--- config.mk ---
export PLATFORM = sky130hd
export DESIGN_NAME = multicycle_control
export DESIGN_NICKNAME = d
export VERILOG_FILES = /design/src/rtl/multicycle_control.sv
export SDC_FILE = /design/constraint.sdc
export NUM_CORES = 1
export LEC_CHECK = 0
export CAP_MARGIN = 5
export CELL_PAD_IN_SITES_DETAIL_PLACEMENT = 1
export CELL_PAD_IN_SITES_GLOBAL_PLACEMENT = 1
export CORE_MARGIN = 5
export CORE_UTILIZATION = 30
export CTS_BUF_LIST = sky130_fd_sc_hd__clkbuf_4 sky130_fd_sc_hd__clkbuf_8 sky130_fd_sc_hd__clkbuf_16
export CTS_CLUSTER_SIZE = 14
export DETAILED_ROUTE_END_ITERATION = 6
export GPL_TIMING_DRIVEN = 0
export PLACE_DENSITY = 0.86
export RECOVER_POWER = 25
export SYNTH_ARGS = -nofsm -noshare
export SYNTH_HDL_FRONTEND = slang
export SYNTH_SLANG_ARGS = --single-unit
export TNS_END_PERCENT = 30
--- constraint.sdc ---
create_clock -name clk -period 1.4 [get_ports clk]
set_input_delay 0.28 -clock clk [delete_from_list [all_inputs] [get_ports clk]]
set_output_delay 0.28 -clock clk [all_outputs]
set_load 0.01 [all_outputs]
--- src/rtl/multicycle_control.sv ---
// multicycle_control
// Main controller FSM for a multi-cycle CPU datapath with a 2-bit opcode:
// 00 R-type, 01 load, 10 store, 11 branch-if-equal.
// It steps through fetch, decode, execute, memory and write-back. It waits on
// the memory ready handshake, and it counts retired instructions for debug.
//
// Ports:
//   clk          system clock, rising edge
//   reset        asynchronous active-high reset
//   en           run enable, sampled only in FETCH
//   opcode[1:0]  IR[1:0], valid from DECODE onward
//   zero         ALU zero flag (the datapath gates PCWriteCond with it)
//   mem_ready    memory completes the current read/write this cycle
//   PCWrite, PCWriteCond, IorD, IRWrite, MemRead, MemWrite, MemtoReg,
//   RegDst, RegWrite, ALUSrcA, ALUSrcB[1:0], ALUOp[1:0], PCSource
//                datapath control strobes (combinational from state/en/mem_ready)
//   state[3:0]   current state encoding (debug)
//   retired      retired-instruction counter, wraps
module multicycle_control #(
  parameter int CNT_W = 16
) (
  input  logic             clk,
  input  logic             reset,
  input  logic             en,
  input  logic [1:0]       opcode,
  input  logic             zero,
  input  logic             mem_ready,
  output logic             PCWrite,
  output logic             PCWriteCond,
  output logic             IorD,
  output logic             IRWrite,
  output logic             MemRead,
  output logic             MemWrite,
  output logic             MemtoReg,
  output logic             RegDst,
  output logic             RegWrite,
  output logic             ALUSrcA,
  output logic [1:0]       ALUSrcB,
  output logic [1:0]       ALUOp,
  output logic             PCSource,
  output logic [3:0]       state,
  output logic [CNT_W-1:0] retired
);

  localparam logic [3:0] S_FETCH     = 4'd0;
  localparam logic [3:0] S_DECODE    = 4'd1;
  localparam logic [3:0] S_MEM_ADDR  = 4'd2;
  localparam logic [3:0] S_MEM_READ  = 4'd3;
  localparam logic [3:0] S_LOAD_WB   = 4'd4;
  localparam logic [3:0] S_MEM_WRITE = 4'd5;
  localparam logic [3:0] S_EXEC_R    = 4'd6;
  localparam logic [3:0] S_R_WB      = 4'd7;
  localparam logic [3:0] S_BRANCH    = 4'd8;

  logic [3:0]       state_reg;
  logic [3:0]       state_next;
  logic [CNT_W-1:0] retired_reg;
  logic             retire;

  // The branch decision belongs to the datapath (PC load = PCWrite |
  // (PCWriteCond & zero)), so the controller does not consume the flag.
  logic unused_zero;
  assign unused_zero = zero;

  // State register and retired counter
  always_ff @(posedge clk or posedge reset) begin
    if (reset) begin
      state_reg <= S_FETCH;
    end else begin
      state_reg <= state_next;
    end
  end

  always_ff @(posedge clk or posedge reset) begin
    if (reset) begin
      retired_reg <= '0;
    end else if (retire) begin
      retired_reg <= retired_reg + CNT_W'(1);
    end
  end

  // Next-state logic. This block also flags the edge that completes an
  // instruction.
  always_comb begin
    state_next = S_FETCH;
    retire     = 1'b0;
    case (state_reg)
      S_FETCH:     state_next = (en && mem_ready) ? S_DECODE : S_FETCH;
      S_DECODE: begin
        case (opcode)
          2'b00:   state_next = S_EXEC_R;
          2'b01:   state_next = S_MEM_ADDR;
          2'b10:   state_next = S_MEM_ADDR;
          default: state_next = S_BRANCH;
        endcase
      end
      // Only loads and stores reach MEM_ADDR. Any other opcode here means the
      // IR changed underneath us, so the controller recovers to FETCH.
      S_MEM_ADDR: begin
        if (opcode == 2'b01) begin
          state_next = S_MEM_READ;
        end else if (opcode == 2'b10) begin
          state_next = S_MEM_WRITE;
        end else begin
          state_next = S_FETCH;
        end
      end
      S_MEM_READ:  state_next = mem_ready ? S_LOAD_WB : S_MEM_READ;
      S_LOAD_WB: begin
        state_next = S_FETCH;
        retire     = 1'b1;
      end
      S_MEM_WRITE: begin
        state_next = mem_ready ? S_FETCH : S_MEM_WRITE;
        retire     = mem_ready;
      end
      S_EXEC_R:    state_next = S_R_WB;
      S_R_WB: begin
        state_next = S_FETCH;
        retire     = 1'b1;
      end
      S_BRANCH: begin
        state_next = S_FETCH;
        retire     = 1'b1;
      end
      default:     state_next = S_FETCH;
    endcase
  end

  // Output decode. Reset gates every strobe combinationally. This keeps the
  // FETCH decode (en=1) from reaching the datapath while reset is high.
  always_comb begin
    PCWrite     = 1'b0;
    PCWriteCond = 1'b0;
    IorD        = 1'b0;
    IRWrite     = 1'b0;
    MemRead     = 1'b0;
    MemWrite    = 1'b0;
    MemtoReg    = 1'b0;
    RegDst      = 1'b0;
    RegWrite    = 1'b0;
    ALUSrcA     = 1'b0;
    ALUSrcB     = 2'b00;
    ALUOp       = 2'b00;
    PCSource    = 1'b0;
    if (!reset) begin
      case (state_reg)
        S_FETCH: begin
          if (en) begin
            MemRead = 1'b1;
            ALUSrcB = 2'b01;          // PC + 4
            IRWrite = mem_ready;
            PCWrite = mem_ready;
          end
        end
        S_DECODE: begin
          ALUSrcB = 2'b11;            // branch target into ALUOut
        end
        S_MEM_ADDR: begin
          ALUSrcA = 1'b1;
          ALUSrcB = 2'b10;
        end
        S_MEM_READ: begin
          MemRead = 1'b1;
          IorD    = 1'b1;
        end
        S_LOAD_WB: begin
          RegWrite = 1'b1;
          MemtoReg = 1'b1;
        end
        S_MEM_WRITE: begin
          MemWrite = 1'b1;
          IorD     = 1'b1;
        end
        S_EXEC_R: begin
          ALUSrcA = 1'b1;
          ALUOp   = 2'b10;
        end
        S_R_WB: begin
          RegWrite = 1'b1;
          RegDst   = 1'b1;
        end
        S_BRANCH: begin
          ALUSrcA     = 1'b1;
          ALUOp       = 2'b01;
          PCWriteCond = 1'b1;
          PCSource    = 1'b1;
        end
        default: ;                    // illegal codes: all strobes low
      endcase
    end
  end

  assign state   = state_reg;
  assign retired = retired_reg;

endmodule

==> out/results.tsv, run 1 <==
metric	value	unit
r2r_slack	-310	ps
drc_errors	0	
root_buffer	clkbuf_8	
use_met2	29.53	%
met1_usage	18.19	%
hp-class	in -> async	
synth_fa_ha_area_share	5.123	%
synthSimpleGateAreaFrac	25.72	%
yosysTopAreaCellShare	40.98	%
die_x	73.80	um
die-area	5446	um^2
clkPwrFrac	13.7	%
gp_congestion	0.7737	
hold_viol	0	
yosysMostFrequentCell	dfrtp_1	
combPwrFrac	59.5	%
synth_edf_count	0	
fin_skew	1.756	ps
synth_area	1221	um^2
end_kind	primary output	
grt_antenna_before_repair	0	
synth.area.top_cells	dfrtp_1 41%, xnor2_1 7.9%, ha_1 5.1%, nor2_1 4.3%, xor2_1 3.6%	
crit_buf_inv	2	
coreArea	3971	um^2
internal_power	1.933	mW
syn_avg_cell_area	9.692	um^2
fin_tns_setup	-8724	ps
synth-seq-cells	20	
place_area	1737	um^2
drtPass1Iterations	4	
cts_hold_buf	0	
start_util	30.75	%
die_y	73.80	um
gr-total-overflow	0	
relSlewSlack	47.04	%
fmax	0.5239	GHz
violations	negative setup slack	
rr_worst_depth	8	
gr-max-usage-layer	met2	
crit_chain	or3_4, nor4_4, buf_4, buf_6	
diodes	0	
synth_xor_area_share	11.48	%
reg2reg_to	retired[15]	
io_buffers	40	
boundaryPins	42	
wire_per_inst	17.90	um
cp.arrival	1630	ps
routed_wl	4207	um
setup_viol	29	
drv_slew	0	
status	complete, but fails checks	
power.leakage	0.9925	nW
stdcell_area	1971	um^2
critical_path.max_stage_delay	440	ps
clkLatencyLatePin	260	ps
ys_types	32	
start_kind	register	
num_vias	1161	
syn-num-nets	138	
met3_usage	3.694	%
synthTopCellsByCount	20 x dfrtp_1, 14 x nor2_1, 11 x nand2_1, 11 x xnor2_1	
maxCapViolations	0	
r2r_start	state[3]	
finalCritPeriodShare	136.3	%
worst_slew_pin_slew	793.6	ps
track_usage	15.81	%
yosysSeqAreaShare	40.98	%
synthFlopType	dfrtp_1	
rsz0062_at_grt	true	
synth_largest_area_cell	dfrtp_1	
synth_warnings	0	
cts_tree	yes	
largest_reg_flops	16	
power_density	1643	nW/um^2
final_nets	198	
synth_top_family_by_area	simple AND/OR/NAND/NOR gates	
drtIter0Drc	37	
final.setup.worst_slack	-508.9	ps
async_flop_share	100.0	%
synth_compound_area_share	6.557	%
clock_path_buffers	2	
total_power	3.238	mW
core.rowCount	23	
fin_crit	1909	ps
synth.mux.area_fraction	3.381	%
clk_pin_slew_worst_paths	70	ps
peakVddDrop	0.8473	mV
netlist_instances	126	
path_class	reg -> out	
areaGrowthSynthToFinish	61.37	%
cts_buffers	3	
crit_family	simple AND/OR/NAND/NOR gates	
crit_slowest_cell	dfrtp_2	
grt_first_pass_wirelength	6610	um
hpwl	2646	um
seqPwrFrac	26.8	%
grt_pass1_vias	1300	
drive_above_1_share	41.08	%
cp_max_fo	3	
htreeDepth	1	
via_per_inst	4.940	
antenna_left	0	
grt_max_degree	21	
final_util	49.62	%
cp.required	1120	ps
clkSinkCount	20	
p_switching	1.304	mW
netSwitchingFraction	40.29	%
==> metal layers <==
metal	wire [um]	up-vias	share of wire [%]
met3	139	6	3.3
met4	64	0	1.5
met2	2322	24	55
met5	0	-	0
li1	-	546	-
met1	1681	585	40
==> power by group through the flow <==
| stage | sequential (mW) | clock [mW] | combinational [mW] |
|---|---|---|---|
| floorplan | 0.868 | 0 | 0.858 |
| CTS | 0.831 | 0.451 | 1.82 |
| finish | 0.867 | 0.444 | 1.93 |
| global placement | 0.835 | 0 | 1.40 |
| detailed placement | 0.844 | 0 | 1.48 |
| global route | 0.886 | 0.490 | 2.04 |
==> worst max path at each step <==
stage	from	end	slack [ps]	cells past startpoint
finish	state[3]	PCWrite	-510	4
global route	state[3]	PCWrite	-590	4
CTS	state[3]	PCWrite	-530	5
detailed placement	reset	PCWrite	-990	5
global placement	reset	PCWrite	-980	5
floorplan	state[3]	PCWrite	-200	4
==> kinds of logic (layout without fill, tap and decap cells) <==
kind of cell             count (synthesis)  count (layout)
XOR/XNOR                                16              16
AO/OA/AOI/OAI                           12              12
flip-flops                              20              20
AND/OR/NAND/NOR                         56              56
adder cells (fa/ha/maj)                  5               5
multiplexers                             4               4
buffers and inverters                   13              72
==> layout by cell type, fill, tap and decap left out, types with 3 or more instances in the layout <==
cell type      instances
dlygate4sd2_1         19
buf_4                 18
dfrtp_1               15
xnor2_1               11
buf_2                 11
nand2_1                9
nor2_1                 9
buf_6                  8
xor2_1                 5
clkbuf_8               5
ha_1                   5
dfrtp_2                5
nand2b_4               4
nand4_1                4
and3_1                 4
inv_1                  3
mux2i_1                3
o21ai_0                3
a21oi_1                3
nor2_2                 3
==> repair_timing <==
action	CTS	global route
setup buffers	13	5
setup endpoints to repair	50	34
gates resized for setup	108	18
pin swaps	8	9
==> area by class of cell <==
class | count | area, um^2
Buffer | 7 | 97.59
Tap cell | 50 | 62.56
Multi-Input combinational cell | 93 | 758.2
Fill cell | 443 | 2001
Timing Repair Buffer | 58 | 479.2
Sequential cell | 20 | 506.7
Clock buffer | 4 | 55.05
Inverter | 3 | 11.26
==> stage by stage <==
stage	instances	hold WS (ps)	setup WS [ps]
after floorplan	126	243.8	-201.7
after detailed placement	216	478.4	-994.3
after global placement	216	459.6	-976.2
after CTS	233	457.2	-529.1
after global routing	235	519.3	-587.8
final	235	453.8	-508.9
(Power assumes the default switching activity.)
==> inputs of run 2 (changes only) <==
--- a/config.mk
+++ b/config.mk
@@ -5,17 +5,19 @@
 export SDC_FILE = /design/constraint.sdc
 export NUM_CORES = 1
 export LEC_CHECK = 0
+export ABC_AREA = 1
 export CAP_MARGIN = 5
 export CELL_PAD_IN_SITES_DETAIL_PLACEMENT = 1
 export CELL_PAD_IN_SITES_GLOBAL_PLACEMENT = 1
 export CORE_MARGIN = 5
-export CORE_UTILIZATION = 30
+export CORE_UTILIZATION = 29
 export CTS_BUF_LIST = sky130_fd_sc_hd__clkbuf_4 sky130_fd_sc_hd__clkbuf_8 sky130_fd_sc_hd__clkbuf_16
 export CTS_CLUSTER_SIZE = 14
 export DETAILED_ROUTE_END_ITERATION = 6
 export GPL_TIMING_DRIVEN = 0
 export PLACE_DENSITY = 0.86
 export RECOVER_POWER = 25
+export SLEW_MARGIN = 20
 export SYNTH_ARGS = -nofsm -noshare
 export SYNTH_HDL_FRONTEND = slang
 export SYNTH_SLANG_ARGS = --single-unit
==> run 2 against run 1 <==
  * The run still ends with negative setup slack left
  * Clock-buffer cell count unchanged
  * Sequential power increased by 4.3%
  * Synthesized cell count rose by 56%
  * Clock skew grew 3.0 ps
  * Maximum frequency rose by 5.8%
  * Sequential share of layout area down 3.1 points
  * Routed wire length is 40% higher
  * Utilization down 1.4 points
  * Setup slack better by 110 ps
  * Synthesized area increased by 14%
  * Die area rose by 15%
  * Critical path type unchanged
  * Critical endpoint is now MemRead
==> out/results.tsv, run 2 <==
metric	value	unit	change
fmax	0.5544	GHz	was 0.5239 GHz
grt_max_degree	12		was 21
relSlewSlack	55.72	%	was 47.04%
gp_congestion	0.7865		was 0.7737
met1_usage	19.92	%	was 18.19%
use_met2	36.62	%	was 29.53%
drv_slew	0		unchanged
internal_power	1.922	mW	was 1.933 mW
hold_path_depth	1		
crit_chain	buf_6, buf_4, nand3_1, a21oi_2, buf_2		was or3_4, nor4_4, buf_4, buf_6
diodes	0		unchanged
crit_family	flip-flops		was simple AND/OR/NAND/NOR gates
p_switching	1.523	mW	was 1.304 mW
track_usage	18.63	%	was 15.81%
grt_first_pass_wirelength	9108	um	was 6610 um
fin_skew	4.708	ps	was 1.756 ps
netlist_instances	196		was 126
path_class	reg -> out		unchanged
rr_worst_depth	9		was 8
die_x	79.17	um	was 73.80 um
antenna_left	0		unchanged
synthTopCellsByCount	63 x nand2_1, 24 x nor2_1, 20 x dfrtp_1, 18 x inv_1, 15 x nand3_1		was 20 x dfrtp_1, 14 x nor2_1, 11 x nand2_1, 11 x xnor2_1
seqPwrFrac	26.2	%	was 26.8%
areaGrowthSynthToFinish	63.03	%	was 61.37%
syn-num-nets	208		was 138
clkPwrFrac	13.4	%	was 13.7%
start_util	29.57	%	was 30.75%
reg2reg_to	retired[0]		was retired[15]
hp-class	reg -> reg		was in -> async
drive_above_1_share	38.01	%	was 41.08%
drtIter0Drc	66		was 37
drc_errors	0		unchanged
cts_tree	yes		unchanged
synthSimpleGateAreaFrac	36.43	%	was 25.72%
synth_fa_ha_area_share	4.509	%	was 5.123%
async_flop_share	100.0	%	unchanged
total_power	3.445	mW	was 3.238 mW
die_y	79.17	um	was 73.80 um
synth_xor_area_share	6.312	%	was 11.48%
via_per_inst	4.985		was 4.940
rsz0062_at_grt	true		unchanged
final.setup.worst_slack	-403.8	ps	was -508.9 ps
finalCritPeriodShare	128.8	%	was 136.3%
final_nets	284		was 198
critical_path.max_stage_delay	450	ps	was 440 ps
yosysTopAreaCellShare	36.07	%	was 40.98%
grt_antenna_before_repair	0		unchanged
power_density	1523	nW/um^2	was 1643 nW/um^2
htreeDepth	1		unchanged
combPwrFrac	60.3	%	was 59.5%
clock_path_buffers	2		unchanged
hold_viol	0		unchanged
synth_edf_count	0		unchanged
gr-max-usage-layer	met2		unchanged
holdPathEnd	retired[0]		
clkSinkCount	20		unchanged
largest_reg_flops	16		unchanged
drtPass1Iterations	4		unchanged
hp-start	retired[0]		
synth_top_family_by_area	simple AND/OR/NAND/NOR gates		unchanged
synthFlopType	dfrtp_1		unchanged
synth.mux.area_fraction	0	%	was 3.381%
r2r_slack	-340	ps	was -310 ps
end_kind	primary output		unchanged
start_kind	register		unchanged
status	complete, but fails checks		unchanged
r2r_start	state[3]		unchanged
violations	negative setup slack		unchanged
crit_buf_inv	3		was 2
syn_avg_cell_area	7.079	um^2	was 9.692 um^2
core.rowCount	25		was 23
clk_pin_slew_worst_paths	80	ps	was 70 ps
crit_slowest_cell	dfrtp_2		unchanged
worst_slew_pin_slew	664.2	ps	was 793.6 ps
fin_crit	1804	ps	was 1909 ps
power.leakage	1.088	nW	was 0.9925 nW
synth_area	1388	um^2	was 1221 um^2
grt_pass1_vias	1746		was 1300
root_buffer	clkbuf_8		unchanged
synth_compound_area_share	6.402	%	was 6.557%
die-area	6268	um^2	was 5446 um^2
setup_viol	34		was 29
cp.arrival	1520	ps	was 1630 ps
peakVddDrop	0.6620	mV	was 0.8473 mV
boundaryPins	42		unchanged
stdcell_area	2262	um^2	was 1971 um^2
final_cell_mix	57 x nand2_1, 21 x buf_4, 17 x inv_1, 17 x nor2_1, 17 x dlygate4sd2_1		was 19 x dlygate4sd2_1, 18 x buf_4, 15 x dfrtp_1
cts_buffers	3		unchanged
layout_commonest_cell	nand2_1		was dlygate4sd2_1
num_vias	1620		was 1161
hpwl	3085	um	was 2646 um
maxCapViolations	0		unchanged
netSwitchingFraction	44.21	%	was 40.29%
ys_types	24		was 32
place_area	1861	um^2	was 1737 um^2
cp_max_fo	3		unchanged
synth-seq-cells	20		unchanged
yosysMostFrequentCell	nand2_1		was dfrtp_1
yosysSeqAreaShare	36.07	%	was 40.98%
synth_warnings	0		unchanged
wire_per_inst	18.17	um	was 17.90 um
synth_largest_area_cell	dfrtp_1		unchanged
cp.required	1120	ps	about the same
routed_wl	5905	um	was 4207 um
gr-total-overflow	0		unchanged
io_buffers	40		unchanged
synth.area.top_cells	dfrtp_1 36%, nand2_1 17%, nor2_1 6.5%, nand3_1 5.4%, inv_1 4.9%		was dfrtp_1 41%, xnor2_1 7.9%, ha_1 5.1%, nor2_1 4.3%, xor2_1 3.6%
met3_usage	1.587	%	was 3.694%
clkLatencyLatePin	260	ps	about the same
coreArea	4692	um^2	was 3971 um^2
fin_tns_setup	-9933	ps	was -8724 ps
run 2: area by class of cell:
cell class / count / area (um^2)
repair buffers: 70 / 588.1
plain buffers: 7 / 72.57
multi-input cells: 147 / 874.6
clock buffers: 4 / 55.05
repair inverters: 1 / 5.005
flip-flops and latches: 20 / 510.5
inverters: 22 / 88.84
well taps: 54 / 67.56
fillers: 574 / 2430
run 2: worst max path at each step:
stage	from	endpoint	slack (ps)	cells past startpoint
2_1_floorplan	state[3]	PCWrite	-120	4
3_3_place_gp	reset	MemtoReg	-1160	6
3_5_place_dp	reset	MemtoReg	-1180	6
4_1_cts	state[3]	PCWrite	-280	6
5_1_grt	state[3]	MemRead	-460	6
6_report	state[0]	MemRead	-400	5
run 2: cell families (layout without fill, tap and decap cells):
kind of cell	after synthesis	count (layout)
flops	20	20
simple gates	118	118
compound gates	14	14
xor+xnor	10	10
buf+inv	29	104
fa+ha+maj	5	5
run 2: layer usage:
| layer | vias up | share of wire, % |
|---|---|---|
| li1 | 769 | - |
| met1 | 793 | 39 |
| met2 | 38 | 54 |
| met3 | 20 | 2.1 |
| met4 | 0 | 4.0 |
| met5 | - | 0 |
run 2: metrics by stage:
stage | util [%] | hold slack, ps | worst slack (ps) | cells
2_1_floorplan | - | 343.3 | -124.3 | 196
3_3_place_gp | 39.65 | 528.8 | -1159 | 290
3_5_place_dp | 39.65 | 552.9 | -1175 | 290
4_1_cts | 46.11 | 335.6 | -283.7 | 321
5_1_grt | 48.21 | 592.3 | -455.7 | 325
6_report | 48.21 | 560.0 | -403.8 | 325
run 2: power by group through the flow:
stage	Clock (mW)	Combinational, mW	Sequential [mW]
floorplan	0	0.736	0.924
global placement	0	1.33	0.895
detailed placement	0	1.37	0.903
CTS	0.461	1.74	0.897
global route	0.496	2.21	0.933
finish	0.463	2.08	0.904
run 2: worst reg2reg max path: stages (launching register included):
cell and delay (ps):
dfrtp_2 440, buf_4 160, nor2_4 180, buf_6 130, buf_4 110, nand3_1 100
nand3_2 130, buf_8 140, buf_4 130, xor2_1 130
run 2: timing repair:
action	in CTS	in global routing
endpoints found under the setup margin	51	36
hold buffers	0	0
pin swaps	12	6
gates cloned	1	1
setup buffers	27	3
resized for setup	133	22
==> inputs of run 3 (changes only) <==
--- a/config.mk
+++ b/config.mk
@@ -15,7 +15,7 @@
 export CTS_CLUSTER_SIZE = 14
 export DETAILED_ROUTE_END_ITERATION = 6
 export GPL_TIMING_DRIVEN = 0
-export PLACE_DENSITY = 0.86
+export PLACE_DENSITY = 0.71
 export RECOVER_POWER = 25
 export SLEW_MARGIN = 20
 export SYNTH_ARGS = -nofsm -noshare
==> run 3 against run 2 <==
  * The run still ends with negative setup slack left
  * Sequential cell count unchanged
  * Via count is 4.1% lower
  * Clock skew down 2.2 ps
  * Critical path type unchanged
  * Critical endpoint is now ALUSrcB[0]
  * Largest power group unchanged
==> out/results.tsv, run 3 (synthesized netlist as in run 2, its figures left out) <==
metric	value	unit	change
wire_per_inst	15.41	um	was 18.17 um
drtIter0Drc	37		was 66
start_util	29.57	%	unchanged
cp_max_fo	5		was 3
setup_viol	34		unchanged
start_kind	register		unchanged
cts_hold_buf	0		unchanged
drtPass1Iterations	6		was 4
final_nets	281		was 284
peakVddDrop	0.6891	mV	was 0.6620 mV
grt_max_degree	11		was 12
fin_crit	1709	ps	was 1804 ps
total_power	3.239	mW	was 3.445 mW
crit_family	flip-flops		unchanged
routed_wl	4948	um	was 5905 um
grt_pass1_vias	1695		was 1746
post-place-cells	290		unchanged
seqPwrFrac	28.6	%	was 26.2%
core.rowCount	25		unchanged
fin_skew	2.548	ps	was 4.708 ps
clkPwrFrac	12.1	%	was 13.4%
clk_pin_slew_worst_paths	80	ps	about the same
violations	negative setup slack		unchanged
grt_first_pass_wirelength	8335	um	was 9108 um
critical_path.max_stage_delay	470	ps	was 450 ps
die_y	79.17	um	unchanged
cts_tree	yes		unchanged
die-area	6268	um^2	unchanged
pre_cts_slack	-1181	ps	was -1175 ps
clkLatencyLatePin	260	ps	about the same
antenna_left	0		unchanged
fmax	0.5853	GHz	was 0.5544 GHz
cp.arrival	1430	ps	was 1520 ps
final_util	47.65	%	was 48.21%
maxCapViolations	0		unchanged
crit_buf_inv	2		was 3
final_cells	321		was 325
grt_antenna_before_repair	0		unchanged
final_cell_mix	57 x nand2_1, 18 x buf_4, 17 x dlygate4sd2_1		was 57 x nand2_1, 21 x buf_4, 17 x inv_1, 17 x nor2_1, 17 x dlygate4sd2_1
crit_slowest_cell	dfrtp_2		unchanged
die_x	79.17	um	unchanged
internal_power	1.815	mW	was 1.922 mW
diodes	0		unchanged
power.leakage	1.063	nW	was 1.088 nW
relSlewSlack	56.79	%	was 55.72%
via_per_inst	4.838		was 4.985
areaGrowthSynthToFinish	61.14	%	was 63.03%
netSwitchingFraction	43.97	%	was 44.21%
clock_path_buffers	2		unchanged
num_vias	1553		was 1620
fin_tns_setup	-5686	ps	was -9933 ps
root_buffer	clkbuf_8		unchanged
boundaryPins	42		unchanged
nFillCells	593		was 574
io_buffers	40		unchanged
power_density	1448	nW/um^2	was 1523 nW/um^2
drive_above_1_share	38.95	%	was 38.01%
crit_chain	nor2_4, buf_4, nand3_2, a21oi_2, buf_2		was buf_6, buf_4, nand3_1, a21oi_2, buf_2
status	complete, but fails checks		unchanged
drv_slew	0		unchanged
hold_viol	0		unchanged
clkSinkCount	20		unchanged
finalCritPeriodShare	122.0	%	was 128.8%
track_usage	16.98	%	was 18.63%
p_switching	1.424	mW	was 1.523 mW
worst_slew_pin_slew	648.2	ps	was 664.2 ps
layout_commonest_cell	nand2_1		unchanged
hpwl	3115	um	was 3085 um
gp_congestion	0.7928		was 0.7865
cts_buffers	3		unchanged
drc_errors	0		unchanged
cp.required	1120	ps	about the same
rsz0062_at_grt	true		unchanged
combPwrFrac	59.3	%	was 60.3%
largest_reg_flops	16		unchanged
coreArea	4692	um^2	unchanged
gr-total-overflow	0		unchanged
end_kind	primary output		unchanged
htreeDepth	1		unchanged
hp-class	in -> reg		was reg -> reg
final.setup.worst_slack	-308.7	ps	was -403.8 ps
path_class	reg -> out		unchanged
-- run 3: worst min-delay path, delay by kind of cell --
kind          cells  cell delay [ps]
buf+inv           1              200
simple gates      2              240
-- run 3: area by class of cell --
type,count,area [um^2],share of cell area (%)
Timing Repair inverter,1,5.005,0.2238
Timing Repair Buffer,67,569.3,25.46
Clock buffer,3,41.29,1.847
Tap cell,54,67.56,3.022
Multi-Input combinational cell,147,879.6,39.34
Inverter,22,86.33,3.861
Buffer,7,77.57,3.470
Sequential cell,20,509.2,22.78
-- run 3: metal layers --
| metal | vias to the layer above | wire (um) | track usage, % |
|---|---|---|---|
| li1 | 769 | - | - |
| met1 | 756 | 2107 | 19.20 |
| met2 | 21 | 2682 | 32.83 |
| met3 | 7 | 69 | 1.474 |
| met4 | 0 | 89 | 5.842 |
| met5 | - | 0 | 0 |
-- run 3: final timing paths --
kind	end	startpoint	cells past startpoint	slack, ps
setup / recovery	ALUSrcB[0]	state[3]	5	-310
hold / removal	state[2]	mem_ready	3	510
setup reg to reg	retired[14]	state[3]	9	-150
hold reg to reg	retired[0]	retired[0]	1	560
max in group asynchronous	state[0]	reset	4	310
min in group asynchronous	retired[15]	reset	4	550
-- run 3: timing repair --
item / CTS / global route
resized for setup: 134 / 23
buffers inserted: 25 / 6
endpoints found under the setup margin: 51 / 37
gates cloned: 1 / 0
pin swaps: 11 / 14
-- run 3: power by group through the flow --
stage	Combinational, mW	Clock [mW]	Sequential, mW
5_1_grt	2.09	0.441	0.961
4_1_cts	1.77	0.392	0.923
6_report	1.92	0.392	0.928
3_5_place_dp	1.37	0	0.912
2_1_floorplan	0.736	0	0.924
3_3_place_gp	1.35	0	0.907
-- run 3: metrics by stage --
| step | instance area (um^2) | hold slack, ps |
|---|---|---|
| floorplan | 1393 | 343.3 |
| global placement | 1861 | 538.6 |
| detailed placement | 1861 | 551.8 |
| CTS | 2180 | 355.9 |
| global route | 2236 | 512.6 |
| finish | 2236 | 505.6 |
